$ cat config.mk
export PLATFORM = sky130hd
export DESIGN_NAME = stm32_iq_stream_if_flat
export DESIGN_NICKNAME = d
export VERILOG_FILES = /design/src/rtl/stm32_iq_stream_if_if.sv /design/src/rtl/stm32_iq_stream_if.sv /design/src/flat_wrapper.sv
export SDC_FILE = /design/constraint.sdc
export NUM_CORES = 1
export LEC_CHECK = 0
export CAP_MARGIN = 20
export CORE_MARGIN = 2
export CORE_UTILIZATION = 30
export DETAILED_ROUTE_END_ITERATION = 12
export REMOVE_ABC_BUFFERS = 1
export SETUP_SLACK_MARGIN = 0.05
export SYNTH_ARGS = -nofsm -noshare
export SYNTH_HDL_FRONTEND = slang
export SYNTH_SLANG_ARGS = --single-unit
$ cat constraint.sdc
create_clock -name clk_in -period 40.8 [get_ports clk_in]
set_input_delay 10.2 -clock clk_in [delete_from_list [all_inputs] [get_ports clk_in]]
set_output_delay 10.2 -clock clk_in [all_outputs]
set_load 0.01 [all_outputs]
$ cat src/rtl/stm32_iq_stream_if_if.sv
// Bundle of the IQ frame input, STM32 command/bus side and status outputs of stm32_iq_stream_if.
// The master modport drives frames and commands; the slave modport is the streaming block.
interface stm32_iq_stream_if_if #(
    parameter int unsigned CHANNELS     = 2,
    parameter int unsigned SAMPLE_BYTES = 4,
    parameter int unsigned FIFO_DEPTH   = 8
) ();
    localparam int unsigned FRAME_W = CHANNELS * 2 * 8 * SAMPLE_BYTES;
    localparam int unsigned LVL_W   = $clog2(FIFO_DEPTH) + 1;

    logic                iq_valid_in;
    logic [FRAME_W-1:0]  iq_data_in;
    logic                sync_in;
    logic [7:0]          bus_in;
    logic [7:0]          bus_out;
    logic                bus_oe;
    logic [CHANNELS-1:0] chan_mask;
    logic [LVL_W-1:0]    fifo_level;
    logic                overflow;
    logic                underrun;

    modport master (
        output iq_valid_in, iq_data_in, sync_in, bus_in,
        input  bus_out, bus_oe, chan_mask, fifo_level, overflow, underrun
    );

    modport slave (
        input  iq_valid_in, iq_data_in, sync_in, bus_in,
        output bus_out, bus_oe, chan_mask, fifo_level, overflow, underrun
    );
endinterface

$ cat src/rtl/stm32_iq_stream_if.sv
// Buffers multi-channel IQ frames in a FIFO and streams them byte-wise to the STM32 bus,
// with channel masking, overflow/underrun flags, saturating drop counter and status readback.
module stm32_iq_stream_if #(
    parameter int unsigned CHANNELS     = 2,
    parameter int unsigned SAMPLE_BYTES = 4,
    parameter int unsigned FIFO_DEPTH   = 8
) (
    input  logic                  clk_in,
    input  logic                  reset_in,
    stm32_iq_stream_if_if.slave   io
);
    localparam int unsigned SAMPLE_W = 8 * SAMPLE_BYTES;
    localparam int unsigned CH_BYTES = 2 * SAMPLE_BYTES;
    localparam int unsigned FRAME_W  = CHANNELS * 2 * SAMPLE_W;
    localparam int unsigned PTR_W    = $clog2(FIFO_DEPTH);
    localparam int unsigned LVL_W    = PTR_W + 1;
    localparam int unsigned CH_W     = (CHANNELS > 1) ? $clog2(CHANNELS) : 1;
    localparam int unsigned BYTE_W   = $clog2(CH_BYTES);
    localparam int unsigned BIT_W    = $clog2(FRAME_W);

    localparam logic [7:0] CMD_STREAM  = 8'h04;
    localparam logic [7:0] CMD_STATUS  = 8'h09;
    localparam logic [7:0] CMD_SETMASK = 8'h0A;
    localparam logic [7:0] CMD_CLEAR   = 8'h0B;

    typedef enum logic [1:0] {S_IDLE, S_STREAM, S_STATUS, S_SETMASK} state_e;

    state_e              state_q, state_d;
    logic [7:0]          bus_out_q, bus_out_d;
    logic                bus_oe_q, bus_oe_d;
    logic [CHANNELS-1:0] mask_q, mask_d;
    logic [CHANNELS-1:0] fmask_q, fmask_d;
    logic [FRAME_W-1:0]  hold_q, hold_d;
    logic [CH_W-1:0]     ch_q, ch_d;
    logic [BYTE_W-1:0]   b_q, b_d;
    logic                start_q, start_d;
    logic [1:0]          st_idx_q, st_idx_d;

    logic [FRAME_W-1:0]  mem_q [FIFO_DEPTH];
    logic [PTR_W-1:0]    wr_ptr_q, rd_ptr_q;
    logic [LVL_W-1:0]    level_q;
    logic                overflow_q, underrun_q;
    logic [7:0]          ovf_cnt_q;

    logic full, empty, pop, push, drop, unr_set, clr_flags;

    assign full  = (level_q == LVL_W'(FIFO_DEPTH));
    assign empty = (level_q == '0);
    assign push  = io.iq_valid_in && (!full || pop);
    assign drop  = io.iq_valid_in && full && !pop;

    // Stream datapath: at frame start the byte comes straight from the FIFO head (or zero).
    logic [CHANNELS-1:0] eff_mask, cur_mask;
    logic [FRAME_W-1:0]  cur_frame;
    logic [CH_W-1:0]     first_ch, cur_ch, nxt_ch;
    logic                nxt_found, last_byte;
    logic [BYTE_W-1:0]   cur_b, bn;
    logic [BIT_W-1:0]    sel_bit;
    logic [7:0]          cur_byte;

    always_comb begin
        eff_mask  = (mask_q == '0) ? CHANNELS'(1) : mask_q;
        cur_mask  = start_q ? eff_mask : fmask_q;
        cur_frame = start_q ? (empty ? '0 : mem_q[rd_ptr_q]) : hold_q;
        first_ch  = '0;
        for (int i = CHANNELS - 1; i >= 0; i--) begin
            if (cur_mask[CH_W'(i)]) first_ch = CH_W'(i);
        end
        cur_ch    = start_q ? first_ch : ch_q;
        cur_b     = start_q ? '0 : b_q;
        nxt_ch    = '0;
        nxt_found = 1'b0;
        for (int i = CHANNELS - 1; i >= 0; i--) begin
            if (cur_mask[CH_W'(i)] && (i > int'(cur_ch))) begin
                nxt_ch    = CH_W'(i);
                nxt_found = 1'b1;
            end
        end
        // Q bytes MSB first (low half), then I bytes MSB first (high half); modular math is exact here.
        bn        = (cur_b < BYTE_W'(SAMPLE_BYTES)) ? (BYTE_W'(SAMPLE_BYTES - 1) - cur_b)
                                                    : (BYTE_W'(3 * SAMPLE_BYTES - 1) - cur_b);
        sel_bit   = BIT_W'((32'(cur_ch) * CH_BYTES + 32'(bn)) * 8);
        cur_byte  = cur_frame[sel_bit +: 8];
        last_byte = (cur_b == BYTE_W'(CH_BYTES - 1));
    end

    // Next-state and output decode; sync_in overrides whatever state we are in.
    always_comb begin
        state_d   = state_q;
        bus_out_d = bus_out_q;
        bus_oe_d  = bus_oe_q;
        mask_d    = mask_q;
        fmask_d   = fmask_q;
        hold_d    = hold_q;
        ch_d      = ch_q;
        b_d       = b_q;
        start_d   = start_q;
        st_idx_d  = st_idx_q;
        pop       = 1'b0;
        unr_set   = 1'b0;
        clr_flags = 1'b0;

        if (io.sync_in) begin
            case (io.bus_in)
                CMD_STREAM: begin
                    state_d  = S_STREAM;
                    bus_oe_d = 1'b1;
                    start_d  = 1'b1;
                end
                CMD_STATUS: begin
                    state_d  = S_STATUS;
                    bus_oe_d = 1'b1;
                    st_idx_d = '0;
                end
                CMD_SETMASK: begin
                    state_d  = S_SETMASK;
                    bus_oe_d = 1'b0;
                end
                CMD_CLEAR: begin
                    clr_flags = 1'b1;
                    state_d   = S_IDLE;
                    bus_oe_d  = 1'b0;
                end
                default: begin
                    state_d  = S_IDLE;
                    bus_oe_d = 1'b0;
                end
            endcase
        end else begin
            case (state_q)
                S_IDLE: bus_oe_d = 1'b0;
                S_SETMASK: begin
                    mask_d   = io.bus_in[CHANNELS-1:0];
                    state_d  = S_IDLE;
                    bus_oe_d = 1'b0;
                end
                S_STREAM: begin
                    bus_out_d = cur_byte;
                    if (start_q) begin
                        pop     = !empty;
                        unr_set = empty;
                        hold_d  = cur_frame;
                        fmask_d = cur_mask;
                    end
                    start_d = 1'b0;
                    if (last_byte) begin
                        b_d = '0;
                        if (nxt_found) ch_d = nxt_ch;
                        else           start_d = 1'b1;
                    end else begin
                        b_d  = cur_b + BYTE_W'(1);
                        ch_d = cur_ch;
                    end
                end
                S_STATUS: begin
                    case (st_idx_q)
                        2'd0:    bus_out_d = {5'b0, underrun_q, overflow_q, full};
                        2'd1:    bus_out_d = 8'(level_q);
                        default: bus_out_d = ovf_cnt_q;
                    endcase
                    st_idx_d = st_idx_q + 2'd1;
                    if (st_idx_q == 2'd2) state_d = S_IDLE;
                end
                default: state_d = S_IDLE;
            endcase
        end
    end

    always_ff @(posedge clk_in or posedge reset_in) begin
        if (reset_in) begin
            state_q   <= S_IDLE;
            bus_out_q <= '0;
            bus_oe_q  <= 1'b0;
            mask_q    <= '1;
            fmask_q   <= '1;
            hold_q    <= '0;
            ch_q      <= '0;
            b_q       <= '0;
            start_q   <= 1'b0;
            st_idx_q  <= '0;
        end else begin
            state_q   <= state_d;
            bus_out_q <= bus_out_d;
            bus_oe_q  <= bus_oe_d;
            mask_q    <= mask_d;
            fmask_q   <= fmask_d;
            hold_q    <= hold_d;
            ch_q      <= ch_d;
            b_q       <= b_d;
            start_q   <= start_d;
            st_idx_q  <= st_idx_d;
        end
    end

    // FIFO pointers and occupancy.
    always_ff @(posedge clk_in or posedge reset_in) begin
        if (reset_in) begin
            wr_ptr_q <= '0;
            rd_ptr_q <= '0;
            level_q  <= '0;
        end else begin
            if (push) wr_ptr_q <= wr_ptr_q + PTR_W'(1);
            if (pop)  rd_ptr_q <= rd_ptr_q + PTR_W'(1);
            if (push && !pop)      level_q <= level_q + LVL_W'(1);
            else if (pop && !push) level_q <= level_q - LVL_W'(1);
        end
    end

    always_ff @(posedge clk_in) begin
        if (push) mem_q[wr_ptr_q] <= io.iq_data_in;
    end

    // Sticky flags and saturating drop counter.
    always_ff @(posedge clk_in or posedge reset_in) begin
        if (reset_in) begin
            overflow_q <= 1'b0;
            underrun_q <= 1'b0;
            ovf_cnt_q  <= '0;
        end else if (clr_flags) begin
            overflow_q <= 1'b0;
            underrun_q <= 1'b0;
            ovf_cnt_q  <= '0;
        end else begin
            if (drop) begin
                overflow_q <= 1'b1;
                if (ovf_cnt_q != 8'hFF) ovf_cnt_q <= ovf_cnt_q + 8'd1;
            end
            if (unr_set) underrun_q <= 1'b1;
        end
    end

    assign io.bus_out    = bus_out_q;
    assign io.bus_oe     = bus_oe_q;
    assign io.chan_mask  = mask_q;
    assign io.fifo_level = level_q;
    assign io.overflow   = overflow_q;
    assign io.underrun   = underrun_q;
endmodule

$ cat src/flat_wrapper.sv
// flat-port wrapper written by rule: the top's interface ports become plain ports
module stm32_iq_stream_if_flat 
#(
    parameter int unsigned CHANNELS     = 2,
    parameter int unsigned SAMPLE_BYTES = 4,
    parameter int unsigned FIFO_DEPTH   = 8
)
  (clk_in, reset_in, io_iq_valid_in, io_iq_data_in, io_sync_in, io_bus_in, io_bus_out, io_bus_oe, io_chan_mask, io_fifo_level, io_overflow, io_underrun);
  stm32_iq_stream_if_if #(.CHANNELS(CHANNELS), .SAMPLE_BYTES(SAMPLE_BYTES), .FIFO_DEPTH(FIFO_DEPTH)) io_i ();
  input  logic clk_in;
  input  logic reset_in;
  input wire logic [$bits(io_i.iq_valid_in)-1:0] io_iq_valid_in;
  input wire logic [$bits(io_i.iq_data_in)-1:0] io_iq_data_in;
  input wire logic [$bits(io_i.sync_in)-1:0] io_sync_in;
  input wire logic [$bits(io_i.bus_in)-1:0] io_bus_in;
  output wire logic [$bits(io_i.bus_out)-1:0] io_bus_out;
  output wire logic [$bits(io_i.bus_oe)-1:0] io_bus_oe;
  output wire logic [$bits(io_i.chan_mask)-1:0] io_chan_mask;
  output wire logic [$bits(io_i.fifo_level)-1:0] io_fifo_level;
  output wire logic [$bits(io_i.overflow)-1:0] io_overflow;
  output wire logic [$bits(io_i.underrun)-1:0] io_underrun;
  assign io_i.iq_valid_in = io_iq_valid_in;
  assign io_i.iq_data_in = io_iq_data_in;
  assign io_i.sync_in = io_sync_in;
  assign io_i.bus_in = io_bus_in;
  assign io_bus_out = io_i.bus_out;
  assign io_bus_oe = io_i.bus_oe;
  assign io_chan_mask = io_i.chan_mask;
  assign io_fifo_level = io_i.fifo_level;
  assign io_overflow = io_i.overflow;
  assign io_underrun = io_i.underrun;
  stm32_iq_stream_if #(.CHANNELS(CHANNELS), .SAMPLE_BYTES(SAMPLE_BYTES), .FIFO_DEPTH(FIFO_DEPTH)) u_core (.clk_in(clk_in), .reset_in(reset_in), .io(io_i));
endmodule
==> results of run 1 <==
logic make-up (layout without fill, tap and decap cells):
family / after synthesis / after routing / synth area share [%]
DFF: 1192 / 1192 / 75.7
muxes: 428 / 428 / 16.7
and+or+nand+nor: 251 / 251 / 2.43
AOI/OAI and AO/OA: 227 / 227 / 2.94
buffers and inverters: 141 / 428 / 1.61
adders and majority gates: 15 / 15 / 0.423
xor gates and xnor gates: 13 / 13 / 0.247
other: 0 / 2 / 0
flip-flops by register name (all words and copies together) (netlist names):
signal / count
u_core.io.fifo_level: 4
u_core.ch_q: 1
u_core.wr_ptr_q: 3
u_core.st_idx_q: 2
u_core.io.underrun: 1
u_core.io.chan_mask: 2
u_core.rd_ptr_q: 3
u_core.io.bus_oe: 1
u_core.io.bus_out: 8
u_core.ovf_cnt_q: 8
u_core.mem_q: 1024
u_core.state_q: 2
u_core.b_q: 3
u_core.hold_q: 128
u_core.io.overflow: 1
u_core.start_q: 1
layer usage:
| layer | share of wire [%] | up-vias |
|---|---|---|
| li1 | - | 9593 |
| met1 | 44 | 11656 |
| met2 | 47 | 488 |
| met3 | 6.6 | 201 |
| met4 | 2.2 | 58 |
| met5 | 0.34 | - |
power groups by stage:
| stage | clock, mW | combinational, mW | sequential [mW] |
|---|---|---|---|
| final | 1.05 | 0.288 | 1.54 |
| after global routing | 1.13 | 0.314 | 1.56 |
| after global placement | 0 | 0.295 | 1.56 |
| after detailed placement | 0 | 0.297 | 1.57 |
| after CTS | 1.08 | 0.297 | 1.54 |
| after floorplan | 0 | 0.162 | 1.60 |
through the flow:
step           cells  utilization (%)  instance area (um^2)
6_report        4586             35.3                 53800
5_1_grt         4585             35.3                 53800
4_1_cts         4583             35.3                 53800
3_5_place_dp    4372             32.8                 50000
3_3_place_gp    4372             32.8                 50000
2_1_floorplan   2143                -                 45500
layout by cell type, fill, tap and decap left out, types with 15 or more instances in the layout:
cell             netlist  final
edfxtp_1            1024   1024
mux4_2               270    270
dfrtp_1              166    161
clkdlybuf4s50_1        0    156
nand2_1              154    154
mux2i_1              144    144
o21ai_0              130    130
clkbuf_16              0    115
clkbuf_1              29     40
buf_4                 30     40
nor2_1                35     32
a21oi_1               24     24
inv_1                 17     15
tightest hold or removal path: cells and delay by family (launching register included):
| kind | cells | cell delay [ns] |
|---|---|---|
| flops | 1 | 0.34 |
| compound gates | 1 | 0.05 |
| simple gates | 1 | 0.04 |
layout make-up:
type,count,area share (%)
clock buffers,168,5.96
well taps,2030,4.72
clock inverters,43,1.01
diodes,2,0.00930
multi-input cells,934,19.6
flip-flops and latches,1192,65.0
repair buffers,200,3.62
inverters,17,0.137
final timing paths:
kind / startpoint / endpoint / cells after the start / slack [ns]
min in group asynchronous: reset_in / u_core.hold_q[127] / 2 / 9.98
worst max-delay path: io_sync_in / u_core.mem_q[5][59] / 8 / 27.44
max in group asynchronous: reset_in / u_core.b_q[0] / 3 / 29.57
worst max register to register: u_core.start_q / u_core.mem_q[5][59] / 7 / 36.71
worst min register to register: u_core.hold_q[102] / u_core.hold_q[102] / 2 / 0.47
worst min-delay path: u_core.hold_q[102] / u_core.hold_q[102] / 2 / 0.47
==> reports/metrics.yaml, run 1 <==
setup_path:
  start_kind: "input pin"
  required_ns: 41.11
  cp_slowest_cell: "buf_4"
  path_cells: "clkdlybuf4s50_1 > nand3b_1 > nand2_1 > nand2_1 > inv_1 > nand2_1 > nor2_4 > buf_4"
  arrival_ns: 13.67
  path_buf_inv: 3
  cpPeakStageDelay_ns: 0.86
  critPathKind: "in2reg"
  end_kind: "flip-flop"
  critPathTopFamily: "simple AND/OR/NAND/NOR gates"
  crit_top_cell: "nand2_1"
  cp_max_fo: 60
floorplanning:
  fp.dieH_um: 396
  die_x_um: 396
  initial_core_util_pct: 30.3
  num_rows: 143
  coreArea_um2: 152000
  die_area_um2: 157000
  io_pins: 157
power:
  p_sw_uw: 676
  power_frac_seq_pct: 53.5
  power.density_nw_per_um2: 53.6
  power.leakage_nw: 16.9
  p_comb_share_pct: 10.0
  p_total_mw: 2.89
  internal_power_mw: 2.21
  peakVddDrop_mv: 0.0408
  p_clk_share_pct: 36.5
  sw_frac_of_total_pct: 23.4
job:
  max-cap-violations: 0
yosys:
  synth_edf_count: 1024
  synthTopCellsByArea: "edfxtp_1, mux4_2, dfrtp_1"
  yosys_warnings: 0
  synth_flop_cell: "edfxtp_1"
  ys_async_sr_fraction_pct: 14.1
  yosys-top-cells-count: "edfxtp_1, mux4_2, dfrtp_1, nand2_1, mux2i_1"
  synth_area_leader_cell: "edfxtp_1"
  synth_top_cell_area_share_pct: 66.6
  synth_area_um2: 46200
  yosysSeqAreaShare_pct: 75.7
  yosysMostFrequentCell: "edfxtp_1"
  syn_area_per_cell_um2: 20.4
  yosys.cell_types.count: 63
  synth_seq_cells: 1192
  syn_inst: 2267
sta:
  setup_viol: 0
  worst_slew_pin_slew_ns: 1.05
  final.setup.tns_ns: 0
  fin_worst_skew_ns: 0.0292
  hold_viol: 0
  post-route-period-util_pct: 32.7
  fin_crit_ns: 13.36
  fmax_mhz: 74.8
  max-slew-margin-rel_pct: 29.8
  setup_ws_ns: 27.44
  slew_viol_final: 0
  holdWs_ns: 0.470
  grt_setup_unrepaired: "no"
routing:
  wl_per_cell_um: 22.9
  antenna_left: 0
  drc: 0
  dr_total_vias: 21996
  firstDrtPassIters: 5
  vias_per_cell: 4.80
  routed_wl_mm: 105
  drt_first_iter_violations: 2016
global_routing:
  top_usage_layer: "met2"
  met3_usage_pct: 3.52
  overflow: 0
  grtUsageMet1_pct: 18.0
  met2_usage_pct: 21.0
  grt_pass1_wl_mm: 156
  grt_usage_pct: 13.3
  grt_max_degree: 116
  antenna_found_initial: 38
  grt_pass1_vias: 22845
layout:
  multiInputGateArea_um2: 10500
  fillers: 14153
  drive_gt1_share_pct: 20.1
  final_nets: 2611
  seq_area_um2: 35000
  areaGrowthSynthToFinish_pct: 16.6
clocking:
  post_cts_buffers: 0
  clk_pin_slew_worst_paths_ns: 0.06
  cts-resized-gates: 0
  numCtsBuffers: 111
  cts_buffer_depth: 3
  clock_latency_ns: 0.71
  cts-root-buf: "clkbuf_16"
  cts_hold_buf: 0
  cts.sinks: 1192
  htree_levels: 3
  cts_tree: "yes"
hold_path:
  hp-class: "reg2reg"
status:
  outcome: "finished clean"
placed_design:
  gp_congestion: 0.809
  pre_cts_slack_ns: 26.68
  port_buffers: 156
  dp_hpwl_mm: 62.0
No activity file was read; power rests on OpenSTA's default activity.
==> run 2: changes to the inputs <==
==> constraint.sdc (replaced) <==
create_clock -name clk_in -period 13 [get_ports clk_in]
set_input_delay 3.25 -clock clk_in [delete_from_list [all_inputs] [get_ports clk_in]]
set_output_delay 3.25 -clock clk_in [all_outputs]
set_load 0.01 [all_outputs]
==> reports/metrics.yaml, run 2 (synthesis gave the netlist of run 1 again) <==
layout:
  drive_gt1_share_pct: 20.4  # +0.28 points
  areaGrowthSynthToFinish_pct: 16.7
  final_nets: 2612  # +0.038%
  final_cell_mix: "edfxtp_1, mux4_2, dfrtp_1, clkdlybuf4s50_1, nand2_1"
  fin_area_um2: 53900  # +0.12%
  regMostFlops: "u_core.mem_q"
  fillers: 14225  # +0.51%
  largest_register_ffs: 1024  # unchanged
  largest_registers: "u_core.mem_q: 1024 flops, u_core.hold_q: 128 flops"
  final_common_cell: "edfxtp_1"
job:
  max-cap-violations: 0  # unchanged
setup_path:
  r2r_slack_ns: 9.08  # -27.63 ns
  critPathTopFamily: "buffers and inverters"
  cp_slowest_cell: "buf_4"
  end_kind: "flip-flop"
  cp.depth: 8  # unchanged
  cpPeakStageDelay_ns: 0.88  # +0.02 ns
  rr_endpoint: "u_core.mem_q[7][9]"
  r2r_start: "u_core.io.fifo_level[1]"
  required_ns: 13.32  # -27.79 ns
  arrival_ns: 6.57  # -7.10 ns
  r2r_cells: 7  # unchanged
  cp_max_fo: 56  # -6.7%
  crit_top_cell: "nand2_1"
  critPathKind: "in2reg"
  path_cells: "clkdlybuf4s50_1 > nand3b_1 > nand2_1 > nand2_1 > inv_1 > nand2_1 > nor2_4 > buf_4"
  path_buf_inv: 3  # unchanged
  start_kind: "input pin"
power:
  power.leakage_nw: 17.0  # +0.46%
  peakVddDrop_mv: 0.109  # +170%
  power_frac_seq_pct: 53.1  # -0.4 points
  sw_frac_of_total_pct: 23.2  # -0.26 points
  p_sw_mw: 2.12  # +210%
  p_clk_share_pct: 37.2  # +0.7 points
  internal_power_mw: 7.02  # +220%
  p_comb_share_pct: 9.7  # -0.3 points
  power.density_nw_per_um2: 170  # +220%
clocking:
  cts.sinks: 1192  # unchanged
  htree_levels: 3  # unchanged
  cts-root-buf: "clkbuf_16"
  clock_latency_ns: 0.71  # about the same
  cts_hold_buf: 0  # unchanged
  cts_tree: "yes"
  cts-resized-gates: 0  # unchanged
  clk_pin_slew_worst_paths_ns: 0.06  # about the same
  numCtsBuffers: 110  # -0.90%
  cts_buffer_depth: 3  # unchanged
  post_cts_buffers: 0  # unchanged
global_routing:
  grt_max_degree: 75  # -35%
  grt_usage_pct: 13.3  # about the same
  antenna_found_initial: 40  # +5.3%
  overflow: 0  # unchanged
  grt_pass1_wl_mm: 156  # -0.42%
  grt_pass1_vias: 22503  # -1.5%
floorplanning:
  fp.dieH_um: 396  # unchanged
  initial_core_util_pct: 30.3  # unchanged
  io_pins: 157  # unchanged
  coreArea_um2: 152000  # unchanged
  die_area_um2: 157000  # unchanged
  die_x_um: 396  # unchanged
  num_rows: 143  # unchanged
status:
  outcome: "finished clean"
routing:
  firstDrtPassIters: 5  # unchanged
  dr_total_vias: 22020  # +0.11%
  routed_wl_mm: 105  # +0.31%
  drc: 0  # unchanged
  wl_per_cell_um: 22.9  # +0.31%
  vias_per_cell: 4.80  # +0.11%
  drt_first_iter_violations: 1698  # -16%
  antenna_left: 0  # unchanged
hold_path:
  hold_start: "u_core.hold_q[110]"
  hp-class: "reg2reg"
  holdPathStages: 2  # unchanged
  hold_end: "u_core.hold_q[110]"
sta:
  max-slew-margin-rel_pct: 29.0  # -0.80 points
  post-route-period-util_pct: 48.1
  setup_viol: 0  # unchanged
  fin_worst_skew_ns: 0.0209  # -0.00830 ns
  fmax_mhz: 160
  holdWs_ns: 0.474  # +0.00363 ns
  hold_viol: 0  # unchanged
  slew_viol_final: 0  # unchanged
  grt_setup_unrepaired: "no"
  fin_crit_ns: 6.25
  worst_slew_pin_slew_ns: 1.07  # +0.0121 ns
placed_design:
  port_buffers: 156  # unchanged
  gp_congestion: 0.813  # +0.56%
  placed_area_um2: 50000  # about the same
  dp_hpwl_mm: 62.7  # +1.2%
==> run 2: changes by cell type in the layout (fill, tap and decap cells not counted), sizes merged <==
cell,before,now
buf,44,46
bufinv,11,16
clkbuf,168,156
clkinv,24,32
clkinvlp,6,1
diode,2,3
inv,19,20
==> run 2: worst reg2reg max path, cell delays in order (launching register included) <==
cell and delay [ns]:
dfrtp_1 0.83, nor4b_4 0.17, nand2_1 0.11, nand2_1 0.21, inv_1 0.21, nand2_1 0.23
nor2_4 0.84, buf_4 0.90
==> run 2: area by class of cell <==
type / instances / area, um^2 / share of cell area [%]
clock buffers: 156 / 3170 / 5.88
repair buffers: 202 / 1910 / 3.54
diodes: 3 / 7.51 / 0.0139
multi-input cells: 934 / 10500 / 19.6
inverters: 17 / 73.8 / 0.137
well taps: 2030 / 2540 / 4.71
clock inverters: 52 / 686 / 1.27
flip-flops and latches: 1192 / 35000 / 64.9
==> run 2: layer usage <==
layer	GRT usage, %	part of all wire (%)
met2	21.0	47
met5	0	0.26
met1	18.3	44
met4	3.59	1.9
met3	3.33	6.5
==> run 2: power by group through the flow <==
stage	registers, mW	clock network [mW]	logic, mW
after floorplan	5.02	0	0.510
after global placement	4.92	0	0.908
after detailed placement	4.93	0	0.915
after CTS	4.85	3.47	0.916
after global routing	4.89	3.62	0.965
final	4.85	3.40	0.886
==> run 2: worst max-delay path by stage <==
stage,start,end
2_1_floorplan,io_sync_in,u_core.mem_q[0][0]
3_3_place_gp,io_sync_in,u_core.io.fifo_level[3]
3_5_place_dp,io_sync_in,u_core.mem_q[7][126]
4_1_cts,io_sync_in,u_core.mem_q[7][85]
5_1_grt,io_sync_in,u_core.mem_q[7][29]
6_report,io_sync_in,u_core.mem_q[7][9]
==> run 2: per-stage QoR <==
stage	utilization [%]	power, mW	TNS (ns)	setup WS (ns)	instances
6_report	35.4	9.14	0	6.75	4586
5_1_grt	35.4	9.47	0	6.51	4584
4_1_cts	35.4	9.24	0	6.70	4583
3_5_place_dp	32.8	5.85	0	5.95	4375
3_3_place_gp	32.8	5.82	0	5.94	4375
2_1_floorplan	-	5.53	-2140.41	-6.11	2143
